[config.mk]
export PLATFORM = sky130hd
export DESIGN_NAME = quad_lo_synth_flat
export DESIGN_NICKNAME = d
export VERILOG_FILES = /design/src/rtl/quad_lo_synth_if.sv /design/src/rtl/quad_lo_synth.sv /design/src/flat_wrapper.sv
export SDC_FILE = /design/constraint.sdc
export NUM_CORES = 1
export LEC_CHECK = 0
export ABC_CLOCK_PERIOD_IN_PS = 3000
export BUFFER_PORTS_ARGS = -buffer_cell sky130_fd_sc_hd__buf_2
export CAP_MARGIN = 20
export CORE_ASPECT_RATIO = 2
export CORE_MARGIN = 2
export CORE_UTILIZATION = 24
export CTS_CLUSTER_DIAMETER = 40
export DETAILED_ROUTE_END_ITERATION = 10
export GPL_ROUTABILITY_DRIVEN = 1
export GPL_TIMING_DRIVEN = 0
export PLACE_DENSITY = 0.49
export SLEW_MARGIN = 40
export SYNTH_ARGS = -nofsm -noshare
export SYNTH_HDL_FRONTEND = slang
export SYNTH_SLANG_ARGS = --single-unit
[constraint.sdc]
create_clock -name clk -period 3 [get_ports clk]
set_input_delay 0 -clock clk [delete_from_list [all_inputs] [get_ports clk]]
set_output_delay 0 -clock clk [all_outputs]
set_load 0.05 [all_outputs]
[src/rtl/quad_lo_synth_if.sv]
// Control and switch-drive bundle for the quadrature LO generator.
// Latency: none (wires only).
// Backpressure: none; tuning requests are single-cycle strobes.
//
// Signals:
//   enable        run the phase accumulator; outputs off when low
//   freq_word     tuning word, f_out = f_clk * freq_word / 2^ACC_W
//   freq_strobe   one-cycle request to load freq_word
//   update_mode   1 = apply immediately, 0 = apply at next accumulator wrap
//   phase_offset  rotation added to the phase index
//   phase_out     one-hot (or all-zero) analog switch drive
//   phase_idx     index being driven, or last driven while off
//   wrap          one-cycle pulse on accumulator carry-out
//   busy          a wrap-mode update is pending
//   locked        running at the commanded frequency
//   err           one-cycle pulse when a strobe is rejected
interface quad_lo_synth_if #(
  parameter int ACC_W      = 32,
  parameter int PHASE_BITS = 2
);
  localparam int NPH = 1 << PHASE_BITS;

  logic                  enable;
  logic [ACC_W-1:0]      freq_word;
  logic                  freq_strobe;
  logic                  update_mode;
  logic [PHASE_BITS-1:0] phase_offset;
  logic [NPH-1:0]        phase_out;
  logic [PHASE_BITS-1:0] phase_idx;
  logic                  wrap;
  logic                  busy;
  logic                  locked;
  logic                  err;

  modport master (
    output enable, freq_word, freq_strobe, update_mode, phase_offset,
    input  phase_out, phase_idx, wrap, busy, locked, err
  );

  modport slave (
    input  enable, freq_word, freq_strobe, update_mode, phase_offset,
    output phase_out, phase_idx, wrap, busy, locked, err
  );
endinterface

[src/rtl/quad_lo_synth.sv]
// Quadrature LO: phase-accumulator NCO decoded to a one-hot switch drive with dead time.
// Latency: strobe effects 1 cycle; phase_out follows acc by 1 cycle (+DEAD_CYCLES at transitions).
// Backpressure: none; one accumulator add every cycle.
//
// Ports:
//   clk    system clock
//   reset  synchronous active-high reset
//   bus    quad_lo_synth_if.slave (tuning inputs, switch drive and status outputs)
module quad_lo_synth #(
  parameter int ACC_W       = 32,
  parameter int PHASE_BITS  = 2,
  parameter int DEAD_CYCLES = 0
) (
  input  logic            clk,
  input  logic            reset,
  quad_lo_synth_if.slave  bus
);
  localparam int NPH = 1 << PHASE_BITS;
  // Dead counter counts down to zero, so it is loaded with one less than the gap length.
  localparam logic [1:0] DEAD_LOAD = (DEAD_CYCLES > 0) ? 2'(DEAD_CYCLES - 1) : 2'd0;

  typedef enum logic [1:0] {
    S_OFF  = 2'd0,
    S_ON   = 2'd1,
    S_DEAD = 2'd2
  } state_t;

  function automatic logic [NPH-1:0] f_onehot(input logic [PHASE_BITS-1:0] idx);
    f_onehot      = '0;
    f_onehot[idx] = 1'b1;
  endfunction

  // ---------------------------------------------------------------- NCO
  logic [ACC_W-1:0]      r_acc;
  logic [ACC_W-1:0]      r_active_word;
  logic [ACC_W-1:0]      r_pending_word;
  logic                  r_busy;
  logic                  r_locked;
  logic                  r_wrap;
  logic                  r_err;

  logic [ACC_W:0]        w_sum;
  logic                  w_carry;
  logic                  w_range_bad;
  logic                  w_strobe_ok;
  logic [PHASE_BITS-1:0] w_idx;

  assign w_sum       = {1'b0, r_acc} + {1'b0, r_active_word};
  assign w_carry     = w_sum[ACC_W];
  // Any of the top PHASE_BITS set means the word could skip a phase per cycle.
  assign w_range_bad = |bus.freq_word[ACC_W-1 -: PHASE_BITS];
  assign w_strobe_ok = bus.freq_strobe & ~w_range_bad;
  assign w_idx       = r_acc[ACC_W-1 -: PHASE_BITS] + bus.phase_offset;

  always_ff @(posedge clk) begin
    if (reset) begin
      r_acc          <= '0;
      r_active_word  <= '0;
      r_pending_word <= '0;
      r_busy         <= 1'b0;
      r_locked       <= 1'b0;
      r_wrap         <= 1'b0;
      r_err          <= 1'b0;
    end else begin
      r_err    <= bus.freq_strobe & w_range_bad;
      r_wrap   <= bus.enable & w_carry;
      r_locked <= bus.enable & ~r_busy & (r_active_word != '0);
      if (bus.enable) begin
        r_acc <= w_sum[ACC_W-1:0];
      end
      // The carry cycle still adds the old word; the new one takes effect after it.
      // With the accumulator stopped there is no wrap to wait for, so apply at once.
      if (r_busy && (!bus.enable || w_carry)) begin
        r_active_word <= r_pending_word;
        r_busy        <= 1'b0;
      end
      // A fresh strobe overrides whatever the pending logic did this cycle.
      if (w_strobe_ok) begin
        if (bus.update_mode) begin
          r_active_word <= bus.freq_word;
          r_busy        <= 1'b0;
        end else begin
          r_pending_word <= bus.freq_word;
          r_busy         <= 1'b1;
        end
      end
    end
  end

  // ------------------------------------------------------- output FSM
  state_t                r_state;
  logic [PHASE_BITS-1:0] r_phase_idx;
  logic [NPH-1:0]        r_phase_out;
  logic [1:0]            r_dead_cnt;

  state_t                w_state_nxt;
  logic [PHASE_BITS-1:0] w_phase_idx_nxt;
  logic [NPH-1:0]        w_phase_out_nxt;
  logic [1:0]            w_dead_cnt_nxt;

  always_ff @(posedge clk) begin
    if (reset) begin
      r_state     <= S_OFF;
      r_phase_idx <= '0;
      r_phase_out <= '0;
      r_dead_cnt  <= 2'd0;
    end else begin
      r_state     <= w_state_nxt;
      r_phase_idx <= w_phase_idx_nxt;
      r_phase_out <= w_phase_out_nxt;
      r_dead_cnt  <= w_dead_cnt_nxt;
    end
  end

  // Every path either drives onehot(one index) or all-zero, so at most one switch is closed.
  always_comb begin
    w_state_nxt     = r_state;
    w_phase_idx_nxt = r_phase_idx;
    w_phase_out_nxt = r_phase_out;
    w_dead_cnt_nxt  = r_dead_cnt;
    if (!bus.enable) begin
      w_state_nxt     = S_OFF;
      w_phase_out_nxt = '0;
    end else begin
      case (r_state)
        S_OFF: begin
          w_state_nxt     = S_ON;
          w_phase_idx_nxt = w_idx;
          w_phase_out_nxt = f_onehot(w_idx);
        end
        S_ON: begin
          w_phase_out_nxt = f_onehot(r_phase_idx);
          if (w_idx != r_phase_idx) begin
            if (DEAD_CYCLES == 0) begin
              w_phase_idx_nxt = w_idx;
              w_phase_out_nxt = f_onehot(w_idx);
            end else begin
              w_state_nxt     = S_DEAD;
              w_phase_out_nxt = '0;
              w_dead_cnt_nxt  = DEAD_LOAD;
            end
          end
        end
        S_DEAD: begin
          w_phase_out_nxt = '0;
          // Index changes inside the gap do not restart it; the latest idx is taken at exit.
          if (r_dead_cnt == 2'd0) begin
            w_state_nxt     = S_ON;
            w_phase_idx_nxt = w_idx;
            w_phase_out_nxt = f_onehot(w_idx);
          end else begin
            w_dead_cnt_nxt = r_dead_cnt - 2'd1;
          end
        end
        default: begin
          w_state_nxt     = S_OFF;
          w_phase_out_nxt = '0;
        end
      endcase
    end
  end

  assign bus.phase_out = r_phase_out;
  assign bus.phase_idx = r_phase_idx;
  assign bus.wrap      = r_wrap;
  assign bus.busy      = r_busy;
  assign bus.locked    = r_locked;
  assign bus.err       = r_err;
endmodule

[src/flat_wrapper.sv]
// flat-port wrapper written by rule: the top's interface ports become plain ports
module quad_lo_synth_flat 
#(
  parameter int ACC_W       = 32,
  parameter int PHASE_BITS  = 2,
  parameter int DEAD_CYCLES = 0
)
  (clk, reset, bus_enable, bus_freq_word, bus_freq_strobe, bus_update_mode, bus_phase_offset, bus_phase_out, bus_phase_idx, bus_wrap, bus_busy, bus_locked, bus_err);
  quad_lo_synth_if #(.ACC_W(ACC_W), .PHASE_BITS(PHASE_BITS)) bus_i ();
  input  logic clk;
  input  logic reset;
  input wire logic [$bits(bus_i.enable)-1:0] bus_enable;
  input wire logic [$bits(bus_i.freq_word)-1:0] bus_freq_word;
  input wire logic [$bits(bus_i.freq_strobe)-1:0] bus_freq_strobe;
  input wire logic [$bits(bus_i.update_mode)-1:0] bus_update_mode;
  input wire logic [$bits(bus_i.phase_offset)-1:0] bus_phase_offset;
  output wire logic [$bits(bus_i.phase_out)-1:0] bus_phase_out;
  output wire logic [$bits(bus_i.phase_idx)-1:0] bus_phase_idx;
  output wire logic [$bits(bus_i.wrap)-1:0] bus_wrap;
  output wire logic [$bits(bus_i.busy)-1:0] bus_busy;
  output wire logic [$bits(bus_i.locked)-1:0] bus_locked;
  output wire logic [$bits(bus_i.err)-1:0] bus_err;
  assign bus_i.enable = bus_enable;
  assign bus_i.freq_word = bus_freq_word;
  assign bus_i.freq_strobe = bus_freq_strobe;
  assign bus_i.update_mode = bus_update_mode;
  assign bus_i.phase_offset = bus_phase_offset;
  assign bus_phase_out = bus_i.phase_out;
  assign bus_phase_idx = bus_i.phase_idx;
  assign bus_wrap = bus_i.wrap;
  assign bus_busy = bus_i.busy;
  assign bus_locked = bus_i.locked;
  assign bus_err = bus_i.err;
  quad_lo_synth #(.ACC_W(ACC_W), .PHASE_BITS(PHASE_BITS), .DEAD_CYCLES(DEAD_CYCLES)) u_core (.clk(clk), .reset(reset), .bus(bus_i));
endmodule
# Word level (Yosys, flattened, before mapping)
# Cells that the tools add are included.
# totals
regBits	110
ram_bits	0
latchBits	0
word_cells	68
rom_bits	0
n_memories	0
# op_classes
addsub	3
bitwise_logic	11
shifts	0
muxes	18
n_lt_le_gt_ge	4
n_mul	0
reduce_logical	16
div	0
n_eq_ne	5
# op_table
operator	n
32-bit two-way mux	3
32-bit by 32-bit adder with 33-bit output	1
32-bit nonzero test	1
2-bit one-hot mux with 3 select lines	2
4-bit one-hot mux with 3 select lines	1
4-bit two-way mux	2
2-bit by 3-bit less-than comparator with 1-bit output, second input constant	2
2-bit two-way mux	3
1-bit inverter	6
1-bit AND	5
1-bit two-way mux	5
1-bit demux with 2-bit select	2
2-bit by 1-bit >= comparator with 1-bit output, second input constant	2
2-bit logical NOT	2
2-bit by 1-bit != test with 1-bit output, second input constant	2
2-bit AND reduction	2
4-bit AND reduction	1
2-bit OR reduction	2
1-bit logical AND	3
3-bit AND reduction	1
3-bit nonzero test	1
2-bit adder	1
2-bit by 1-bit == test with 1-bit output, second input constant	1
2-bit == test, second input constant	1
5 further kinds	5

# Logic depth before layout (Yosys ltp)
# Gate-level depths: netlist (run 1).
# logic_depth
word_depth	7
depth_mapped	11
ltp_nobuf	10

# Worst setup path before layout (run 1)
# OpenSTA, ideal clock, no wires.
# synth_timing
path_kind	reg-to-reg
start	register u_core.r_active_word[0]
end	register u_core.r_active_word[0]
path_slack_ns	0.440
stages_incl_launch_ff	12
path_buffers	1
synth_period_minus_slack_ns	2.560
setup_ns	0.138
arrival_time_ns	2.422
path_cell_list	dfxtp_1 > ha_1 > fa_1 > a211oi_1 > o211ai_2 > nand3_2 > a211oi_2 > o221ai_2 > a211oi_4 > buf_6 > mux2i_1 > a211oi_1
# synth_between
elab_chain_cells	6
# synth_lines
element	line_no	rtl
start, declared	quad_lo_synth.sv:35	logic [ACC_W-1:0] r_active_word;
start signal, assigned	quad_lo_synth.sv:74	r_active_word <= r_pending_word;
start signal, assigned	quad_lo_synth.sv:80	r_active_word <= bus.freq_word;
32-bit by 32-bit adder with 33-bit output	quad_lo_synth.sv:48	assign w_sum = {1'b0, r_acc} + {1'b0, r_active_word};
1-bit logical OR	quad_lo_synth.sv:73	if (r_busy && (!bus.enable || w_carry)) begin
1-bit logical AND	quad_lo_synth.sv:73	
32-bit two-way mux *	quad_lo_synth.sv:73	
32-bit two-way mux	quad_lo_synth.sv:79	if (bus.update_mode) begin
32-bit two-way mux *	quad_lo_synth.sv:78	if (w_strobe_ok) begin
# Mark *: on every way between the ends. The rest lies on a longest branch, timed or not.
# A chain may end at the register's enable or synchronous reset.

# Worst setup path after layout (run 1)
# layout_timing
start	register u_core.r_active_word[9]
end	register u_core.r_acc[27]
# layout_between
elab_chain_cells	1
# layout_lines
element	line_no	rtl
32-bit by 32-bit adder with 33-bit output	quad_lo_synth.sv:48	
end signal, assigned	quad_lo_synth.sv:69	r_acc <= w_sum[ACC_W-1:0];
end, declared	quad_lo_synth.sv:34	logic [ACC_W-1:0] r_acc;
# No other way between the ends.

==> summary.md, run 1 <==
| Metric | Value |
|---|---|
| Mapped Cells | `670` |
| Die area | `25,300 um^2` |
| Hold Slack | `0.00574 ns` |
| Max stage delay cell, worst path | `a2111o_1` |
| Post-detailed-routing wire length | `18.8 mm` |
| Vias in the first global route | `5,228` |
| Final GP Congestion | `0.832` |
| 1st-pass router iterations | `6` |
| Initial Utilization | `24.3%` |
| Status | `finished clean` |
| RSZ-0062 raised after global routing | `true` |
| Sw frac | `27.5%` |
| Clock share of power | `41.3%` |
| Peak supply drop | `228 uV` |
| Share of the synthesized area in the top cell type | `36.9%` |
| CTS root buf | `clkbuf_16` |
| Leak pwr | `0.00280 uW` |
| Async set-reset flop share out of synthesis | `0%` |
| Critical Path Source Type | `flop` |
| Sequential area share after synthesis | `36.9%` |
| Crit Path Class | `flop to flop` |
| Post-synth EDFFs | `0` |
| Critical path's top delay family | `compound AO/OA/AOI/OAI gates` |
| CTS max path bufs | `2` |
| Layout Nets | `839` |
| DRC Markers | `0` |
| Total track usage | `15.2%` |
| Share of layout cells above drive strength 1 | `13.0%` |
| Syn Area/Cell | `8.59 um^2` |
| Worst hold-check path type | `primary input to flop` |
| Die W | `113 um` |
| Antenna-violating nets left | `0` |
| Max incr delay on CP | `0.44 ns` |
| Antenna Cells | `0` |
| Tcrit/Tclk final | `95.8%` |
| Design Area, Final | `7100 um^2` |
| Worst setup path end | `u_core.r_acc[27]$_SDFFE_PP0P_` |
| Crit path time final | `2.87 ns` |
| Reg power frac | `47.3%` |
| # rows | `80` |
| Tot Pwr | `3140 uW` |
| Critical path buffer and inverter count | `1` |
| Main synth FF type | `dfxtp_1` |
| CTS buffer count | `9` |
| CP required | `3.28 ns` |
| Pwr Density | `443 nW/um^2` |
| First-pass GRT wire length | `29.0 mm` |
| CP arrival | `3.15 ns` |
| FF-to-FF setup slack | `0.13 ns` |
| Yosys cell types | `58` |
| Max Cap Viol | `0` |
| Finish-stage setup viols | `0` |
| Top cells by area, synth | `dfxtp_1, mux2i_1, ha_1, a21oi_1, nand2_1` |
| Worst-margin pin slew | `0.769 ns` |
| Worst Setup SP | `u_core.r_active_word[9]$_SDFF_PP0_` |
| Wire per inst | `17.8 um` |
| Pin count of the biggest net entering global routing | `19` |
| CTS tree | `yes` |
| Clk slew on worst S/H paths | `0.07 ns` |
| Sw Pwr | `865 uW` |
| Slew headroom | `48.7%` |
| Post-synth top area cell | `dfxtp_1` |
| Worst reg2reg path endpoint | `u_core.r_acc[27]$_SDFFE_PP0P_` |
| I/O pin count | `49` |
| H-tree Lvls | `3` |
| Synth Net Count | `743` |
| Combinational share of power | `11.4%` |
| Detail Placement HPWL | `14.2 mm` |
| Critical path capture point type | `flop` |
| Port bufs | `48` |
| Synthesis-to-finish area growth | `23.3%` |
| Ys Warns | `0` |
| Register bit count reported by yosys | `106` |
| Internal power | `2280 uW` |
| Max-slew violation count | `0` |
| Max Fclk | `348 MHz` |
| Die height | `223 um` |
| Grt total ovfl | `0` |
| Crit path cell chain | `ha_1, clkbuf_2, a211oi_1, o21bai_2, a21o_1, a41oi_2, a31oi_2, a41o_1, a2111o_1, o221ai_1` |
| Vias | `5,246` |
| Starting DRC count in detailed routing | `219` |
| Placed cell areas | `6350 um^2` |
| Setup tns final | `0 ns` |
| Core Area | `23,700 um^2` |
| Via density | `4.96` |
| Crit path depth | `10` |
| Final hold violation count | `0` |
| Initial antenna violation count | `0` |
| Worst-path maximum fanout | `7` |
| Post-Synthesis Cell Area | `5750 um^2` |
| CTS sink count | `106` |
| Skew final | `0.0168 ns` |
| Worst skew pair latency | `0.37 ns` |
| Reg2Reg Launch Point | `u_core.r_active_word[9]$_SDFF_PP0_` |
| Reg2reg path depth | `10` |
| Fin util | `29.9%` |
## power by group through the flow
stage	Sequential (uW)	Clock (uW)	Combinational, uW
finish	1490	1300	359
global placement	1520	0	324
CTS	1490	1330	360
global route	1490	1370	396
floorplan	1520	0	198
detailed placement	1520	0	326
## layout by cell type, fill, tap and decap left out, types with 4 or more instances in the layout
cell type        n
clkbuf_16        9
mux2i_1         51
a21oi_1         59
nor3b_1          6
nand3_1          9
o22ai_1          6
nor3_1          11
o221ai_1         4
a31oi_1          4
dlygate4sd3_1   33
clkbuf_1        30
nand2_1         76
ha_1            31
xnor2_1         16
inv_1           11
nand2b_1        15
o21bai_1         4
nand4_1         11
or3_1            6
nor2_1          67
o21ai_0         14
buf_2           51
xor2_1           8
nor4_1           8
a21o_1          16
a211oi_1        35
nand3b_1         4
and3_1           7
dfxtp_1        104
## sequential cells by signal, summed over array words and instances (netlist names)
register and cells:
u_core.bus.phase_idx 2, u_core.bus.phase_out 4, u_core.bus.err 1, u_core.bus.locked 1
u_core.r_acc 32, u_core.r_active_word 32, u_core.bus.wrap 1, u_core.r_pending_word 32
u_core.bus.busy 1
## worst min-delay path, stage by stage
cell     delay [ns]
buf_2          0.11
nor2_1         0.09
nand2_1        0.08
a21oi_1        0.05
## worst min path at each step
stage	start	end	slack, ns	depth (start not counted)
detailed placement	bus_freq_word[22]	u_core.r_pending_word[22]$_SDFFE_PP0P_	0.26	3
finish	bus_update_mode	u_core.r_pending_word[1]$_SDFFE_PP0P_	0.006	4
global placement	bus_freq_word[9]	u_core.r_pending_word[9]$_SDFFE_PP0P_	0.25	3
global route	bus_phase_offset[0]	u_core.bus.phase_out[2]$_SDFF_PP0_	0.04	3
CTS	bus_update_mode	u_core.r_pending_word[1]$_SDFFE_PP0P_	0.0004	4
floorplan	bus_freq_word[0]	u_core.r_pending_word[0]$_SDFFE_PP0P_	0.14	2
## cells in the mapped netlist (2+ instances only)
| library cell | count |
|---|---|
| nor3_1 | 11 |
| buf_1 | 2 |
| and2_1 | 2 |
| or3b_2 | 3 |
| and3_1 | 7 |
| o311ai_0 | 3 |
| nor4_1 | 8 |
| a2111o_1 | 2 |
| nand3b_1 | 4 |
| clkbuf_1 | 30 |
| o211ai_1 | 2 |
| xor2_1 | 8 |
| o221ai_1 | 4 |
| nor2b_1 | 2 |
| nor3b_1 | 6 |
| o21bai_1 | 5 |
| a21oi_1 | 60 |
| a21o_1 | 16 |
| nand2b_1 | 15 |
| mux2i_1 | 51 |
| buf_2 | 3 |
| nor2_1 | 67 |
| xnor2_1 | 16 |
| o21ai_0 | 15 |
| nand4_1 | 11 |
| o22ai_1 | 6 |
| dfxtp_1 | 106 |
| or3_1 | 6 |
| nand3_1 | 9 |
| a41oi_1 | 2 |
| a31oi_1 | 5 |
| a211oi_1 | 36 |
| buf_6 | 3 |
| inv_1 | 11 |
| nand2_1 | 76 |
| ha_1 | 33 |
| a21o_2 | 2 |
| or2_2 | 2 |
## metrics by stage
stage	cells	setup slack, ns
3_5_place_dp	1005	-0.145
4_1_cts	1057	0.0164
2_1_floorplan	670	0.440
3_3_place_gp	1005	-0.148
5_1_grt	1058	-0.00659
6_report	1058	0.126
## repair_timing
action,CTS,global route
setup buffers,3,1
resized for setup,3,10
pin swaps,3,3
setup endpoints to repair,33,35
endpoints found under the hold margin,61,0
hold buffers,33,0
## per-layer routing
layer  global-route usage [%]  part of all wire (%)  up-vias
met4                     9.32                   5.6        0
met3                     1.93                   2.2       42
li1                         -                     -     2632
met1                     14.6                    35     2472
met2                     29.5                    57      100
met5                        0                     0        -
## area by class of cell
| class | count | area [um^2] |
|---|---|---|
| tap | 287 | 359 |
| multi-input combinational | 514 | 3470 |
| inverter | 11 | 41.3 |
| clock buffer | 10 | 239 |
| sequential | 106 | 2120 |
| timing repair buffer | 85 | 613 |
| clock inverter | 6 | 68.8 |
| fill | 2493 | 16600 |
| buffer | 39 | 175 |
## cell families (layout without fill, tap and decap cells)
kind of cell               after synthesis  after routing  synth area share (%)
and+or+nand+nor                        233            233                  19.2
AOI/OAI and AO/OA                      172            172                  20.1
DFF                                    106            106                  36.9
muxes                                   51             51                  8.87
buffers and inverters                   50            151                  3.74
adders and majority gates               34             34                  7.52
xor gates and xnor gates                24             24                  3.65
Power figures use the tool's default switching activity.
==> run 2, diff against run 1 <==
==> constraint.sdc (replaced) <==
create_clock -name clk -period 3 [get_ports clk]
set_input_delay 0.6 -clock clk [delete_from_list [all_inputs] [get_ports clk]]
set_output_delay 0.6 -clock clk [all_outputs]
set_load 0.05 [all_outputs]
==> run 2 against run 1 <==
Clock skew is essentially flat. Die area is the same. Cell count is 3.1% lower. Via count decreased by 2.0%. Clock power barely moved. Routed wire length decreased by 1.2%. Sequential cell count did not move. Power down 1.0%. Critical path type unchanged. Critical endpoint is now u_core.r_acc[30]$_SDFFE_PP0P_. Largest power group unchanged.
==> summary.md, run 2 (synthesized netlist as in run 1, its figures left out) <==
| Metric | Value |
|---|---|
| Worst hold-check path type | `flop to flop` |
| Placed cell areas | `6350 um^2 (unchanged)` |
| Worst reg2reg path endpoint | `u_core.r_acc[30]$_SDFFE_PP0P_` |
| Max-slew violation count | `0 (unchanged)` |
| Share of layout cells above drive strength 1 | `13.7% (+0.72 points)` |
| Vias in the first global route | `5,098 (-2.5%)` |
| Total track usage | `15.0% (-0.20 points)` |
| Commonest non-fill, non-tap cell in the layout | `dfxtp_1` |
| Finish-stage setup viols | `0 (unchanged)` |
| Post-CTS Hold Fix Bufs | `0 (-100%)` |
| Wire per inst | `18.1 um (+1.9%)` |
| Final Worst Setup Slack | `0.156 ns (+0.0299 ns)` |
| Starting DRC count in detailed routing | `195 (-11%)` |
| CTS buffer count | `9 (unchanged)` |
| CTS sink count | `106 (unchanged)` |
| Crit Path Class | `flop to flop` |
| Initial Utilization | `24.3% (unchanged)` |
| Max Fclk | `352 MHz (+1.1%)` |
| Worst-margin pin slew | `0.760 ns (-0.00907 ns)` |
| Status | `finished clean` |
| Internal power | `2250 uW (-1.2%)` |
| H-tree Lvls | `3 (unchanged)` |
| Die W | `113 um (unchanged)` |
| Sw frac | `27.7% (+0.13 points)` |
| Layout fillers | `2,510 (+0.68%)` |
| Pin count of the biggest net entering global routing | `19 (unchanged)` |
| Worst setup path end | `u_core.r_acc[30]$_SDFFE_PP0P_` |
| Critical Path Source Type | `flop` |
| Via density | `5.01 (+1.1%)` |
| CTS tree | `yes` |
| Pwr Density | `459 nW/um^2 (+3.8%)` |
| Regs by FF count | `u_core.r_acc x32, u_core.r_active_word x32, u_core.r_pending_word x32` |
| Sw Pwr | `860 uW (-0.57%)` |
| Skew final | `0.0166 ns (-0.000134 ns)` |
| First-pass GRT wire length | `28.6 mm (-1.6%)` |
| DRC Markers | `0 (unchanged)` |
| Reg2reg path depth | `9 (-1)` |
| Grt total ovfl | `0 (unchanged)` |
| Tot Pwr | `3110 uW (-1.0%)` |
| CP arrival | `3.10 ns (-0.05 ns)` |
| CP required | `3.25 ns (-0.03 ns)` |
| Clock share of power | `41.7% (+0.4 points)` |
| Die area | `25,300 um^2 (unchanged)` |
| Placed instance count | `1,005 (unchanged)` |
| I/O pin count | `49 (unchanged)` |
| Worst Setup SP | `u_core.r_active_word[3]$_SDFF_PP0_` |
| Place WS | `-0.145 ns (unchanged)` |
| Combinational share of power | `10.5% (-0.9 points)` |
| Clk slew on worst S/H paths | `0.07 ns (about the same)` |
| Max Cap Viol | `0 (unchanged)` |
| # rows | `80 (unchanged)` |
| Antenna Cells | `0 (unchanged)` |
| Peak supply drop | `227 uV (-0.48%)` |
| Post-detailed-routing wire length | `18.6 mm (-1.2%)` |
| Commonest cells after routing, fill and taps aside | `dfxtp_1, nand2_1, nor2_1` |
| CTS max path bufs | `2 (unchanged)` |
| Layout Nets | `806 (-3.9%)` |
| Die height | `223 um (unchanged)` |
| Initial antenna violation count | `0 (unchanged)` |
| Final Non-Filler Cells | `1,025 (-3.1%)` |
| Final hold violation count | `0 (unchanged)` |
| Worst-path maximum fanout | `5 (-2)` |
| Vias | `5,140 (-2.0%)` |
| CTS root buf | `clkbuf_16` |
| Antenna-violating nets left | `0 (unchanged)` |
| Tcrit/Tclk final | `94.8% (-1.0 points)` |
| Design Area, Final | `6770 um^2 (-4.6%)` |
| Worst skew pair latency | `0.38 ns (about the same)` |
| Leak pwr | `0.00267 uW (-5.0%)` |
| 1st-pass router iterations | `4 (-2)` |
| Reg power frac | `47.8% (+0.5 points)` |
| Critical path capture point type | `flop` |
| Slew headroom | `49.3% (+0.60 points)` |
| FF-to-FF setup slack | `0.16 ns (+0.03 ns)` |
| Port bufs | `48 (unchanged)` |
| Core Area | `23,700 um^2 (unchanged)` |
| Reg2Reg Launch Point | `u_core.r_active_word[3]$_SDFF_PP0_` |
| RSZ-0062 raised after global routing | `true` |
| Final GP Congestion | `0.832 (unchanged)` |
| Detail Placement HPWL | `14.2 mm (unchanged)` |
| Crit path time final | `2.84 ns (-0.0299 ns)` |
| Hold_sp | `u_core.r_pending_word[7]$_SDFFE_PP0P_` |
| Synthesis-to-finish area growth | `17.6%` |
[run 2: cell count changes in the layout (fill, tap and decap cells not counted), sizes merged]
cell and delta:
dlygate4sd3 -33
[run 2: final cells by class]
| cell class | count | area (um^2) | share of cell area, % |
|---|---|---|---|
| flip-flops and latches | 106 | 2120 | 31.4 |
| plain buffers | 39 | 175 | 2.59 |
| inverters | 11 | 41.3 | 0.610 |
| clock inverters | 6 | 68.8 | 1.02 |
| well taps | 287 | 359 | 5.31 |
| repair buffers | 52 | 283 | 4.18 |
| multi-input cells | 514 | 3480 | 51.4 |
| clock buffers | 10 | 239 | 3.53 |
[run 2: worst min path at each step]
stage | slack, ns | end | depth (start not counted)
CTS | 0.46 | u_core.r_pending_word[7]$_SDFFE_PP0P_ | 2
global placement | 0.44 | u_core.r_pending_word[16]$_SDFFE_PP0P_ | 2
finish | 0.46 | u_core.r_pending_word[7]$_SDFFE_PP0P_ | 2
detailed placement | 0.45 | u_core.r_pending_word[7]$_SDFFE_PP0P_ | 2
global route | 0.47 | u_core.r_pending_word[29]$_SDFFE_PP0P_ | 3
floorplan | 0.44 | u_core.r_pending_word[0]$_SDFFE_PP0P_ | 2
[run 2: power by group through the flow]
stage / sequential [uW] / clock, uW / combinational (uW)
4_1_cts: 1490 / 1330 / 328
3_3_place_gp: 1520 / 0 / 324
5_1_grt: 1490 / 1370 / 361
2_1_floorplan: 1520 / 0 / 198
6_report: 1490 / 1300 / 327
3_5_place_dp: 1520 / 0 / 326
[run 2: critical path, stage by stage (launching register included)]
cell and delay (ns):
dfxtp_1 0.37, ha_1 0.38, o21ai_0 0.15, o211ai_2 0.25
nand3_2 0.15, a21o_4 0.27, a211oi_4 0.28, o21ai_1 0.14
or4b_2 0.61, o311ai_0 0.12
[run 2: layer usage]
layer | up-vias | share of wire, % | global-route usage, %
met5 | - | 0 | 0
met1 | 2443 | 36 | 14.5
met3 | 39 | 1.9 | 2.01
met4 | 0 | 5.6 | 9.13
met2 | 91 | 57 | 29.0
li1 | 2567 | - | -
[run 2: per-stage QoR]
step / setup TNS (ns) / util, % / hold slack [ns]
5_1_grt: -0.00659 / 28.5 / 0.475
6_report: 0 / 28.5 / 0.457
3_5_place_dp: -3.63 / 26.8 / 0.450
4_1_cts: 0 / 28.3 / 0.461
3_3_place_gp: -3.93 / 26.8 / 0.442
2_1_floorplan: 0 / - / 0.436
[run 2: timing repair]
action / CTS / global route
resized for setup: 3 / 11
pin swaps: 3 / 3
cloned: 0 / 0
buffers inserted: 3 / 1
setup endpoints to repair: 33 / 35
